### src/rtl/icache_refill_axi.sv
// icache_refill_axi: fetches one I-cache line as single-beat AXI reads and hands it over in a one-cycle pulse (ICACHE_REFILL_CWF_EN: critical word first)
module icache_refill_axi #(
  parameter int unsigned LINE_BEATS = 4,
  parameter logic [3:0]  AXI_ID     = 4'h0
) (
  input  logic                    clk_i,
  input  logic                    rst_ni,
  input  logic                    miss_req_i,
  input  logic [31:0]             miss_addr_i,
  output logic                    miss_ready_o,
  input  logic                    flush_i,
  output logic                    line_valid_o,
  output logic                    line_err_o,
  output logic [31:0]             line_addr_o,
  output logic [64*LINE_BEATS-1:0] line_data_o,
`ifdef ICACHE_REFILL_CWF_EN
  output logic                    crit_valid_o,
  output logic [63:0]             crit_data_o,
`endif
  output logic                    arvalid_o,
  input  logic                    arready_i,
  output logic [31:0]             araddr_o,
  output logic [3:0]              arid_o,
  output logic [7:0]              arlen_o,
  output logic [2:0]              arsize_o,
  output logic [1:0]              arburst_o,
  input  logic                    rvalid_i,
  output logic                    rready_o,
  input  logic [1:0]              rresp_i,
  input  logic [63:0]             rdata_i,
  input  logic                    rlast_i,
  input  logic [3:0]              rid_i
);
  localparam int unsigned OFS = $clog2(LINE_BEATS * 8);
  localparam int unsigned BW  = $clog2(LINE_BEATS);
  typedef enum logic [1:0] {IDLE, AR, R, DONE} state_e;
  state_e                       state_q, state_d;
  logic [BW-1:0]                beat_q, start_q, start_d;
  logic                         discard_q, err_q;
  logic [31:0]                  base_q;
  logic [LINE_BEATS-1:0][63:0]  buf_q;
  logic                         accept, last, unused;
  // a flush in the acceptance cycle suppresses the miss
  assign accept = miss_req_i && state_q == IDLE && !flush_i;
  // beats run start, start+1, ... wrapping; the last one is start-1
  assign last = (beat_q + BW'(1)) == start_q;
  assign araddr_o = base_q | (32'(beat_q) << 3);
  assign arid_o = AXI_ID;
  assign arlen_o = 8'd0;
  assign arsize_o = 3'b011;
  assign arburst_o = 2'b01;
  assign line_addr_o = base_q;
  assign line_data_o = buf_q;
  assign unused = ^{rlast_i, rid_i, miss_addr_i[OFS-1:0]};
`ifdef ICACHE_REFILL_CWF_EN
  assign start_d = miss_addr_i[OFS-1:3];
  assign crit_valid_o = state_q == R && rvalid_i && rresp_i == 2'b00 && !discard_q && beat_q == start_q;
  assign crit_data_o = rdata_i;
`else
  assign start_d = '0;
`endif
  // state register
  always_ff @(posedge clk_i or negedge rst_ni) begin
    if (!rst_ni) state_q <= IDLE;
    else state_q <= state_d;
  end
  // next state: an issued AR is always followed through its R beat, discard only decides where we land
  always_comb begin
    state_d = state_q;
    unique case (state_q)
      IDLE:    state_d = accept ? AR : IDLE;
      AR:      state_d = arready_i ? R : AR;
      R:       state_d = !rvalid_i ? R : (discard_q || flush_i) ? IDLE :
                         (err_q || rresp_i != 2'b00 || last) ? DONE : AR;
      default: state_d = IDLE;
    endcase
  end
  // outputs decoded from state
  always_comb begin
    miss_ready_o = state_q == IDLE;
    arvalid_o = state_q == AR;
    rready_o = state_q == R;
    line_valid_o = state_q == DONE && !flush_i;
    line_err_o = state_q == DONE && err_q;
  end
  // line buffer, beat counter and sticky error/discard flags
  always_ff @(posedge clk_i or negedge rst_ni) begin
    if (!rst_ni) begin
      base_q <= '0;
      beat_q <= '0;
      start_q <= '0;
      err_q <= 1'b0;
      discard_q <= 1'b0;
      buf_q <= '0;
    end else if (accept) begin
      base_q <= miss_addr_i & ~32'(LINE_BEATS * 8 - 1);
      beat_q <= start_d;
      start_q <= start_d;
      err_q <= 1'b0;
      discard_q <= 1'b0;
    end else begin
      if (flush_i && (state_q == AR || state_q == R)) discard_q <= 1'b1;
      if (state_q == R && rvalid_i) begin
        buf_q[beat_q] <= rdata_i;
        err_q <= err_q || rresp_i != 2'b00;
        beat_q <= beat_q + BW'(1);
      end
    end
  end
endmodule
### config.mk
export PLATFORM = sky130hd
export DESIGN_NAME = icache_refill_axi
export DESIGN_NICKNAME = d
export VERILOG_FILES = /design/src/rtl/icache_refill_axi.sv
export SDC_FILE = /design/constraint.sdc
export NUM_CORES = 1
export LEC_CHECK = 0
export ABC_AREA = 1
export BUFFER_PORTS_ARGS = -buffer_cell sky130_fd_sc_hd__buf_2
export CORE_AREA = 4 4 174 176
export CTS_CLUSTER_SIZE = 16
export DETAILED_ROUTE_END_ITERATION = 10
export DIE_AREA = 0 0 178 180
export GPL_TIMING_DRIVEN = 0
export PLACE_DENSITY = 0.77
export RECOVER_POWER = 25
export SLEW_MARGIN = 20
export SYNTH_ARGS = -nofsm -noshare
export SYNTH_HDL_FRONTEND = slang
export SYNTH_SLANG_ARGS = --single-unit
### constraint.sdc
create_clock -name clk_i -period 4.4 [get_ports clk_i]
set_clock_uncertainty 0.2 [all_clocks]
set_input_delay 0 -clock clk_i [delete_from_list [all_inputs] [get_ports clk_i]]
set_output_delay 0 -clock clk_i [all_outputs]
set_load 0.05 [all_outputs]
==> results.sh <==
export IMPL_status="complete, but fails checks"
export IMPL_violations="max-capacitance violations, max-slew violations"
export IMPL_grt_max_degree=100
export IMPL_die_h_microns=180
export IMPL_p_sw_share_pct=54.2
export IMPL_clkSinkCount=289
export IMPL_max_stage_delay_ns=1.74
export IMPL_syn2layout_area_growth_pct=43.5
export IMPL_ys_warn_count=0
export IMPL_hold_path_class="in -> reg"
export IMPL_via_per_inst=5.01
export IMPL_seq_area_sq_um=7230
export IMPL_vias=11890
export IMPL_clk_latency_ns=0.55
export IMPL_rr_worst_depth=9
export IMPL_gp_congestion=0.835
export IMPL_path_cells="dlygate4sd3_1 -> dlygate4sd3_1 -> clkbuf_1 -> clkbuf_2"
export IMPL_p_total_mw=14.7
export IMPL_postSynthCellCount=1335
export IMPL_fp_dieArea_sq_um=32000
export IMPL_grt_pass1_wl_mm=68.2
export IMPL_crit_buf_inv=4
export IMPL_holdPathStages=4
export IMPL_syn_avg_cell_area_sq_um=8.92
export IMPL_slowest_stage="clkbuf_2"
export IMPL_worstMarginPinSlew_ns=2.46
export IMPL_critPathMaxFanout=99
export IMPL_hold_viol_final=0
export IMPL_cts_root_buffer="clkbuf_16"
export IMPL_arrival_ns=3.16
export IMPL_cts_setup_buffers=0
export IMPL_path_clk_slew_ns=0.06
export IMPL_cts_tree="built"
export IMPL_start_kind="input port"
export IMPL_initial_utilization_pct=41.6
export IMPL_cell_internal_pwr_mw=6.72
export IMPL_drc_errors=0
export IMPL_p_sw_mw=7.94
export IMPL_dp_hpwl_mm=29.1
export IMPL_p_leak_nw=9.73
export IMPL_synth_distinct_cells=20
export IMPL_multi_input_area_sq_um=3910
export IMPL_drtIter0Drc=823
export IMPL_port_buffer_count=415
export IMPL_rows=62
export IMPL_postRouteAntennaNets=0
export IMPL_worstPathRequired_ns=4.34
export IMPL_grt_usage_pct=26.6
export IMPL_ys_ff_latch=289
export IMPL_wl_per_cell_microns=18.6
export IMPL_cp_top_family="buffers and inverters"
export IMPL_ys_seq_area_share_pct=60.8
export IMPL_endpoint_kind="asynchronous set/reset pin"
export IMPL_gr_total_overflow=0
export IMPL_synth_top_area_share_pct=60.8
export IMPL_cts_htree_levels=1
export IMPL_path_class="in -> async"
export IMPL_fin_crit_sh_pct=73.2
export IMPL_fin_setup_tns_ns=0
export IMPL_rsz0062_at_grt="no"
export IMPL_cp_common_cell="dlygate4sd3_1"
export IMPL_fmax_mhz=311
export IMPL_comb_power_share_pct=53.7
export IMPL_fillCellCount=2329
export IMPL_relSlewSlack_pct=-63.7
export IMPL_grt_pass1_vias=12205
export IMPL_irDropWorstVdd_v=0.000422
export IMPL_core_sq_um=28600
export IMPL_yosysTopAreaCell="dfrtp_1"
export IMPL_crit_cells=4
export IMPL_antenna_found_initial=2
export IMPL_p_seq_share_pct=29.3
export IMPL_min_period_ns=3.22
export IMPL_die_w_microns=178
export IMPL_drive_gt1_share_pct=28.0
export IMPL_setup_violations=0
export IMPL_cts_made_buffers=30
export IMPL_p_per_area_nw_per_um2=858
export IMPL_dr_pass1_iters=5
export IMPL_syn_area_sq_um=11900
export IMPL_cap_violations=3
export IMPL_io_pins=451
export IMPL_cts_resized=0
export IMPL_synthTopCellsByArea="dfrtp_1 61%, nand2_1 19%, o21ai_1 7.1%"
export IMPL_clkPwrFrac_pct=17.0
export IMPL_drv_slew=203
export IMPL_finalWirelength_mm=44.0
export IMPL_cts_buffer_depth=3
export IMPL_fin_nets=2083
## state kept, by name, indices dropped and copies added (netlist names)
register	count
err_q	1
state_q	2
discard_q	1
beat_q	2
line_addr_o	27
line_data_o	256
## cells by family after synthesis
kind of cell | share of synthesized area, %
AOI/OAI and AO/OA | 11.1
adders and majority gates | 1.05
buffers and inverters | 7.11
DFF | 60.8
other | 0.0631
and+or+nand+nor | 20.0
## layout make-up
type	count	share of cell area, %
antenna	2	0.0293
buffer	138	4.59
inverter	16	0.366
sequential	289	42.3
tap	384	2.81
timing repair buffer	574	21.3
clock buffer	41	5.11
multi-input combinational	915	22.9
clock inverter	12	0.549
## layout by cell type, fill, tap and decap left out, drive strengths merged
cell         synthesis  final
conb                 2     25
buf                117    509
ha                  10     10
o31ai                1      1
nor2                12     12
a21oi                1      1
o21ai              259    259
o21bai               1      1
nand2              604    604
dfrtp              289    289
bufinv               0      1
clkinv               0      8
nand3                2      2
clkinvlp             0      2
clkbuf              21     89
inv                 16     17
dlygate4sd3          0    155
diode                0      2
## worst reg2reg max path: stages, from the launching register on
cell	delay [ns]
dfrtp_1	0.42
inv_1	0.11
ha_1	0.20
nand2_1	0.10
nor2_4	0.15
dlygate4sd3_1	0.60
buf_1	0.44
nand2_1	0.16
dlygate4sd3_1	0.61
nand2_1	0.07
## per-layer routing
layer | vias to the layer above | track usage (%) | wire [microns]
li1 | 5430 | - | -
met1 | 5695 | 32.2 | 16500
met2 | 613 | 44.8 | 21300
met3 | 152 | 6.49 | 3950
met4 | 0 | 12.3 | 2230
met5 | - | 0 | 0
## synth_stat cells
cell	instances
o21ai_1	168
inv_2	4
buf_4	55
inv_1	11
nor2_4	5
clkbuf_1	21
dfrtp_1	289
conb_1	2
nand2_1	603
nand2_8	1
o21ai_0	91
buf_2	47
a21oi_1	1
ha_1	10
nand3_1	2
inv_4	1
o21bai_1	1
buf_1	15
o31ai_1	1
nor2_1	7
## per-stage QoR
step / worst slack, ns / hold WS (ns) / cells / utilization, % / area [sq um]
after floorplan: 2.18 / -0.496 / 1358 / - / 12000
after global placement: -2.14 / 0.00116 / 2157 / 50.8 / 14500
after detailed placement: 1.66 / -0.308 / 2160 / 51.1 / 14600
after CTS: 1.47 / 0.0154 / 2369 / 60.0 / 17200
after global routing: 0.639 / 0.0444 / 2371 / 59.7 / 17100
final: 1.18 / 0.0503 / 2371 / 59.7 / 17100
## worst paths after layout
path                                    to       startpoint  slack (ns)
hold / removal             line_data_o[70]       rdata_i[6]        0.05
setup reg to reg            line_addr_o[8]       state_q[0]        1.27
min in group asynchronous  line_data_o[24]           rst_ni        1.11
hold reg to reg            line_data_o[20]  line_data_o[20]        0.27
setup / recovery           line_addr_o[30]           rst_ni        1.18
max in group clk_i          line_addr_o[8]       state_q[0]        1.27
## timing repair
action	CTS	global route
endpoints found under the hold margin	578	0
hold buffers	156	0
setup endpoints to repair	0	0
## power by group through the flow
stage	Clock (mW)	Combinational (mW)	Sequential, mW
2_1_floorplan	0	2.11	7.75
3_3_place_gp	0	7.60	4.25
3_5_place_dp	0	7.71	4.29
4_1_cts	2.53	7.86	4.26
5_1_grt	2.65	8.30	4.40
6_report	2.49	7.88	4.29
No activity file was read; power rests on OpenSTA's default activity.
